## src/rtl/gato_move_sequencer.sv

```systemverilog
// Tic-tac-toe game controller: board, cursor, turn sequencing and a one-line-per-clock win/tie scan.
// Optional turn timeout enabled by defining GATO_TURN_TIMEOUT_EN.
module gato_move_sequencer #(
  parameter int unsigned TIMEOUT_CYCLES = 250000000,
  parameter int unsigned TIMEOUT_W      = 28
) (
  input  logic        clk,
  input  logic        reset_all,
  input  logic        new_game,
  input  logic        btn_up,
  input  logic        btn_down,
  input  logic        btn_left,
  input  logic        btn_right,
  input  logic        btn_select,
  output logic [3:0]  cuadro,
  output logic [17:0] board_out,
  output logic [2:0]  state,
  output logic        turno_p1,
  output logic        turno_p2,
  output logic [3:0]  win_line,
  output logic        move_reject,
  output logic        timeout_pulse
);

  typedef enum logic [2:0] {
    S_PLAY   = 3'd0,
    S_CHECK  = 3'd1,
    S_P1_WIN = 3'd2,
    S_P2_WIN = 3'd3,
    S_TIE    = 3'd4
  } state_t;

  state_t      state_q, state_d;
  logic [17:0] board_q, board_d;
  logic [3:0]  cuadro_q, cuadro_d;
  logic        turn_p1_q, turn_p1_d;
  logic [2:0]  idx_q, idx_d;
  logic [3:0]  moves_q, moves_d;
  logic [3:0]  win_q, win_d;
  logic        reject_q, reject_d;
  logic [1:0]  code;
  logic [3:0]  la, lb, lc;
  logic        line_hit;

`ifdef GATO_TURN_TIMEOUT_EN
  logic [TIMEOUT_W-1:0] idle_q, idle_d;
  logic                 tpulse_q, tpulse_d;
  logic                 any_btn;
  assign any_btn = btn_select | btn_up | btn_down | btn_left | btn_right;
`endif

  function automatic logic [1:0] cell_at(input logic [17:0] b, input logic [3:0] i);
    return b[{i, 1'b0} +: 2];
  endfunction

  assign code = turn_p1_q ? 2'b01 : 2'b10;

  always_comb begin
    la = 4'd0; lb = 4'd1; lc = 4'd2;
    case (idx_q)
      3'd0: begin la = 4'd0; lb = 4'd1; lc = 4'd2; end
      3'd1: begin la = 4'd3; lb = 4'd4; lc = 4'd5; end
      3'd2: begin la = 4'd6; lb = 4'd7; lc = 4'd8; end
      3'd3: begin la = 4'd0; lb = 4'd3; lc = 4'd6; end
      3'd4: begin la = 4'd1; lb = 4'd4; lc = 4'd7; end
      3'd5: begin la = 4'd2; lb = 4'd5; lc = 4'd8; end
      3'd6: begin la = 4'd0; lb = 4'd4; lc = 4'd8; end
      default: begin la = 4'd2; lb = 4'd4; lc = 4'd6; end
    endcase
  end

  assign line_hit = (cell_at(board_q, la) == code) && (cell_at(board_q, lb) == code) &&
                    (cell_at(board_q, lc) == code);

  always_comb begin
    state_d   = state_q;
    board_d   = board_q;
    cuadro_d  = cuadro_q;
    turn_p1_d = turn_p1_q;
    idx_d     = idx_q;
    moves_d   = moves_q;
    win_d     = win_q;
    reject_d  = 1'b0;
`ifdef GATO_TURN_TIMEOUT_EN
    idle_d    = '0;
    tpulse_d  = 1'b0;
`endif
    case (state_q)
      S_PLAY: begin
`ifdef GATO_TURN_TIMEOUT_EN
        if (any_btn) begin
          idle_d = '0;
        end else if (idle_q == TIMEOUT_W'(TIMEOUT_CYCLES - 1)) begin
          idle_d    = '0;
          tpulse_d  = 1'b1;
          turn_p1_d = ~turn_p1_q;
        end else begin
          idle_d = idle_q + 1'b1;
        end
`endif
        // The highest-priority button owns the cycle even when its move saturates.
        if (btn_select) begin
          if (cell_at(board_q, cuadro_q) != 2'b00) begin
            reject_d = 1'b1;
          end else begin
            board_d[{cuadro_q, 1'b0} +: 2] = code;
            moves_d = moves_q + 4'd1;
            idx_d   = 3'd0;
            state_d = S_CHECK;
          end
        end else if (btn_up) begin
          if (cuadro_q >= 4'd3) cuadro_d = cuadro_q - 4'd3;
        end else if (btn_down) begin
          if (cuadro_q <= 4'd5) cuadro_d = cuadro_q + 4'd3;
        end else if (btn_left) begin
          if (cuadro_q != 4'd0 && cuadro_q != 4'd3 && cuadro_q != 4'd6) cuadro_d = cuadro_q - 4'd1;
        end else if (btn_right) begin
          if (cuadro_q != 4'd2 && cuadro_q != 4'd5 && cuadro_q != 4'd8) cuadro_d = cuadro_q + 4'd1;
        end
      end
      S_CHECK: begin
        if (line_hit) begin
          state_d = turn_p1_q ? S_P1_WIN : S_P2_WIN;
          win_d   = {1'b0, idx_q};
        end else if (idx_q != 3'd7) begin
          idx_d = idx_q + 3'd1;
        end else if (moves_q == 4'd9) begin
          state_d = S_TIE;
        end else begin
          turn_p1_d = ~turn_p1_q;
          state_d   = S_PLAY;
        end
      end
      default: ;
    endcase
  end

  always_ff @(posedge clk) begin
    if (!reset_all || new_game) begin
      state_q   <= S_PLAY;
      board_q   <= '0;
      cuadro_q  <= '0;
      turn_p1_q <= 1'b1;
      idx_q     <= '0;
      moves_q   <= '0;
      win_q     <= '1;
      reject_q  <= 1'b0;
`ifdef GATO_TURN_TIMEOUT_EN
      idle_q    <= '0;
      tpulse_q  <= 1'b0;
`endif
    end else begin
      state_q   <= state_d;
      board_q   <= board_d;
      cuadro_q  <= cuadro_d;
      turn_p1_q <= turn_p1_d;
      idx_q     <= idx_d;
      moves_q   <= moves_d;
      win_q     <= win_d;
      reject_q  <= reject_d;
`ifdef GATO_TURN_TIMEOUT_EN
      idle_q    <= idle_d;
      tpulse_q  <= tpulse_d;
`endif
    end
  end

  assign cuadro      = cuadro_q;
  assign board_out   = board_q;
  assign state       = state_q;
  assign turno_p1    = turn_p1_q;
  assign turno_p2    = ~turn_p1_q;
  assign win_line    = win_q;
  assign move_reject = reject_q;
`ifdef GATO_TURN_TIMEOUT_EN
  assign timeout_pulse = tpulse_q;
`else
  assign timeout_pulse = 1'b0;
`endif

endmodule

```

## config.mk

```make
export PLATFORM = sky130hd
export DESIGN_NAME = gato_move_sequencer
export DESIGN_NICKNAME = d
export VERILOG_FILES = /design/src/rtl/gato_move_sequencer.sv
export SDC_FILE = /design/constraint.sdc
export NUM_CORES = 1
export LEC_CHECK = 0
export ABC_AREA = 1
export CORE_UTILIZATION = 55
export DETAILED_ROUTE_END_ITERATION = 7
export PLACE_DENSITY = 0.81
export SYNTH_ARGS = -nofsm -noshare
export SYNTH_HDL_FRONTEND = slang
export SYNTH_SLANG_ARGS = --single-unit
```

## constraint.sdc

```tcl
create_clock -name clk -period 4.34 [get_ports clk]
set_input_delay 1.302 -clock clk [delete_from_list [all_inputs] [get_ports clk]]
set_output_delay 1.302 -clock clk [all_outputs]
set_load 0.005 [all_outputs]
```

Word-level counts from Yosys, hierarchy flattened
Cells that the tools add are included.
Storage, ports and cells
  register bits: 38
  latch bits: 0
  RAM bits: 0
  bits in read-only memories: 0
  bits of input ports: 8
  output and inout port bits: 33
  memories: 0
Cells by class
  add/sub/neg operators: 7
  multipliers: 0
  div/mod/pow operators: 0
  order comparisons: 2
  equal/unequal tests: 25
  shifts and indexed selects: 6
  mux-type cells: 26
  bitwise logic cells: 7
  reduce and logical (&&, ||, !) cells: 24
Operator list (count)
  18-bit by 6-bit variable part select with 2-bit output: 4
  4-bit two-way mux: 8
  3-bit two-way mux: 9
  3-bit case mux with 4 select lines: 2
  18-bit bitwise mux: 1
  2-bit by 7-bit variable shift with 18-bit output, first input constant: 1
  2-bit by 7-bit variable part select with 18-bit output: 1
  4-bit case mux with 4 select lines: 1
  4-bit by 3-bit != test with 1-bit output, second input constant: 3
  3-bit case mux with 2 select lines: 2
  4-bit nonzero test: 3
  3-bit == test, second input constant: 3
  3-bit OR reduction: 3
  4-bit by 1-bit adder with 4-bit output, second input constant: 2
  2-bit != test, second input constant: 4
  4-bit by 2-bit != test with 1-bit output, second input constant: 2
  4-bit AND reduction: 2
  5-bit negator with 7-bit output: 1
  1-bit inverter: 7
  7-bit AND reduction: 1
  2-bit == test: 3
  3-bit by 1-bit == test with 1-bit output, second input constant: 2
  3-bit by 2-bit == test with 1-bit output, second input constant: 2
  1-bit logical AND: 6
  20 further kinds: 24

Depth between registers and ports, before layout
  word-level depth: 9
  depth in mapped cells: 18

Worst setup path before layout
No wires, ideal clock.
  path kind: input to register
  start: input port btn_left
  end: register cuadro_q[3], in the netlist cuadro[3]
  library setup time: 0.074 ns
  data arrival time: 2.412 ns
  setup slack: 1.854 ns
  stages on the path: 9
  path buffers: 0
  cell sequence: inv_1 nor2_1 ha_1 nand2_1 nor2_1 a211oi_1 xnor2_1 nand2_1 a31oi_1
On the way
  cells in the longest elaborated chain, start to end: 3
  elaborated cells on any way between the ends: 7
  those cells by class: 1 x eq/ne; 3 x mux; 3 x reduce/logical
RTL lines
  from (decl): RTL line 12  | input logic btn_left,
  branches (longest 3 deep; another with 7-bit AND reduction)
  to (signal assigned): RTL line 155  | cuadro_q <= cuadro_d;
  to (decl): RTL line 35  | logic [3:0] cuadro_q, cuadro_d;
Several ways; the timed one is not identified.
A chain may end at the register's enable or synchronous reset.

Worst setup path in the final report
  start: register cuadro_q[1], in the netlist cuadro[1]
  end: output port cuadro[1]
RTL lines
  to (decl): RTL line 15  | output logic [3:0] cuadro,
No word-level cell between the ends.

==> results.cfg <==
[yosys]
syn_nets = 457
synth_edf_count = 0
yosys.cell_types.count = 35
ys_ff_latch = 38
yosysTopAreaCellShare = 0.278
synth_ff_type = dfxtp_1
synth_warnings = 0
ys_seq_area_frac = 0.278
netlist_instances = 431
mappedNetlistArea_mm2 = 0.00273
yosys.area.top_type = dfxtp_1
synth_area_leaders = dfxtp_1 28%, nand2_1 16%, nand3_1 8.6%
async_flop_share = 0
synth.avg_cell_area_um2 = 6.34
post-synth-top-count-cell = nand2_1
synth_common_cells = 113 x nand2_1, 55 x inv_1, 47 x nand3_1, 40 x nor2_1, 38 x dfxtp_1

[sta]
worst_slew_pin_slew_ps = 672
finalHoldViolCount = 0
setup_viol = 0
setup_ws_ps = 1360
final_max_slew_viol_count = 0
slew_headroom = 0.551
holdWs_ps = 447
clock_skew_ps = 3.18
fin_crit_sh = 0.686
fmax_mhz = 336
finalSetupTns_ps = 0
rsz0062_at_grt = no
fin_crit_ps = 2980

[global_route]
grt_max_degree = 29
grt_first_pass_wirelength_um = 11400
grt_overflow = 0
gr-usage-all-layers = 0.277
antenna_found_initial = 0
grt_pass1_vias = 2499

[pwr]
p_per_area_mw_per_mm2 = 251
ir_worst_vdd_v = 0.000188
p_leak_uw = 0.00150

[floorplan]
die_w_um = 72.5
die_area_mm2 = 0.00526
start_util = 0.575
io_pins = 41
rows = 25
core_area_mm2 = 0.00475
die_h_um = 72.5

[layout]
fillers = 423
layout.nets = 495
syn_to_final_growth_pct = 21.2
finalCoreUtilization = 0.697
stdcell_count = 537
antennaDiodeCount = 0
drive_gt1_frac = 0.0532

[drt]
dr.pass1.iters = 5
num_vias = 2869
vias_per_cell = 5.34
drt_iter0_markers = 281
drt_wl_total_um = 6750
wl_per_cell_um = 12.6
ant_nets = 0
route.detailed.drc = 0

[placed_design]
dp.cells = 529
dpl.hpwl_um = 5080
place.port_buffers = 39
gp_congestion = 0.954
pre_cts_ws_ps = 1230

[critical_path]
worstSetupPathType = flip-flop to output pin
slowest_delay_ps = 760
r2r-start = idx_q[0]
crit_fanout = 18
ff2ff_setup_slack_ps = 1550
cp_num_buf_inv = 1
critPathCaptureType = output pin
crit_arrival_ps = 1680
timing.critical_path.slowest_stage_cell = dfxtp_1
rr_endpoint = idx_q[1]
crit_family = flip-flops
required_ps = 3040
r2r_cells = 15
startpoint_type = flip-flop
path_cells = clkdlybuf4s50_1

[clock_network]
post-cts-setup-buffers = 0
clkLatencyLatePin_ps = 290
post_cts_resized = 0
clockBufferDepth = 2
cts_buffers = 5
ctsHoldBuffers = 0
cts_tree = built
htreeDepth = 2
cts.sinks = 38
clk_transition_reported_paths_ps = 80
cts_root_buffer = clkbuf_8

[worst_hold_path]
holdPathStages = 2
hp-class = flip-flop to flip-flop
min_to = win_line[3]
min_from = win_line[3]

[status]
status = complete, no violations

[flow_run]
cap_violations = 0
power breakdown:
part | switching (uW) | internal [uW]
combinational | 61.0 | 39.1
sequential | 7.94 | 352
clock | 127 | 245
total | 196 | 637
per-stage QoR:
stage	instance area (um^2)	power, uW
2_1_floorplan	2730	439
6_report	3310	833
4_1_cts	3310	837
5_1_grt	3310	868
3_5_place_dp	3170	467
3_3_place_gp	3170	465
cell type report:
class / count / area, um^2 / area share
Multi-Input combinational cell: 327 / 1710 / 0.516
Sequential cell: 38 / 761 / 0.230
Timing Repair Buffer: 41 / 405 / 0.122
Inverter: 56 / 210 / 0.0634
Tap cell: 67 / 83.8 / 0.0253
Clock buffer: 6 / 82.6 / 0.0249
Clock inverter: 2 / 60.1 / 0.0181
worst max-delay path by stage:
stage                    from         to  slack, ps  cells past startpoint
floorplan            btn_left  cuadro[3]       1850                      9
global placement     btn_left  cuadro[3]       1320                     10
detailed placement   btn_left  cuadro[3]       1230                     10
CTS                 cuadro[1]  cuadro[1]       1350                      1
global route         idx_q[0]   idx_q[1]       1230                     15
finish              cuadro[1]  cuadro[1]       1360                      1
cells by family (layout without fill, tap and decap cells):
group,after synthesis,in the layout,synth area share
xor+xnor,4,4,0.0128
other cells,1,1,0.00137
simple gates,233,233,0.375
fa+ha+maj,18,18,0.0851
buf+inv,66,105,0.0957
flops,38,38,0.278
compound gates,71,71,0.151
cell usage in the layout (no fill, tap or decap):
| cell type | Yosys | layout |
|---|---|---|
| buf_4 | 3 | 2 |
| nand2_2 | 3 | 3 |
| inv_1 | 55 | 55 |
| fa_1 | 1 | 1 |
| o21ai_1 | 3 | 3 |
| a21oi_1 | 29 | 29 |
| o211ai_2 | 3 | 3 |
| conb_1 | 1 | 1 |
| clkdlybuf4s50_1 | 0 | 39 |
| xor2_1 | 2 | 2 |
| nor4_1 | 1 | 1 |
| nor3_1 | 12 | 12 |
| nand3_1 | 47 | 47 |
| xnor2_1 | 2 | 2 |
| inv_2 | 1 | 1 |
| nand3_2 | 1 | 1 |
| ha_1 | 17 | 17 |
| o211a_1 | 2 | 2 |
| o21a_1 | 2 | 2 |
| o211ai_1 | 3 | 3 |
| nor2_1 | 40 | 40 |
| nor3b_1 | 1 | 1 |
| o31ai_1 | 1 | 1 |
| nand4_1 | 8 | 8 |
| a211oi_1 | 1 | 1 |
| o22ai_1 | 3 | 3 |
| nand2_1 | 113 | 113 |
| nor2_4 | 1 | 1 |
| nand2_4 | 3 | 3 |
| nor2_2 | 3 | 3 |
| o21ai_0 | 22 | 22 |
| a31oi_1 | 1 | 1 |
| clkbuf_8 | 0 | 6 |
| dfxtp_1 | 38 | 38 |
| o311ai_0 | 1 | 1 |
| bufinv_16 | 0 | 2 |
sequential cells by signal (all words and copies together) (netlist names):
register,count
board_out,18
cuadro,4
idx_q,3
move_reject,1
moves_q,4
state,3
turno_p1,1
win_line,4
per-layer routing:
layer,vias to the layer above,share of wire,global-route usage
met5,-,0,0
met3,7,0.062,0.0431
met2,97,0.46,0.455
met4,0,0.013,0.0741
met1,1278,0.47,0.377
li1,1487,-,-
Note: power is estimated with default switching activity, not from simulation.
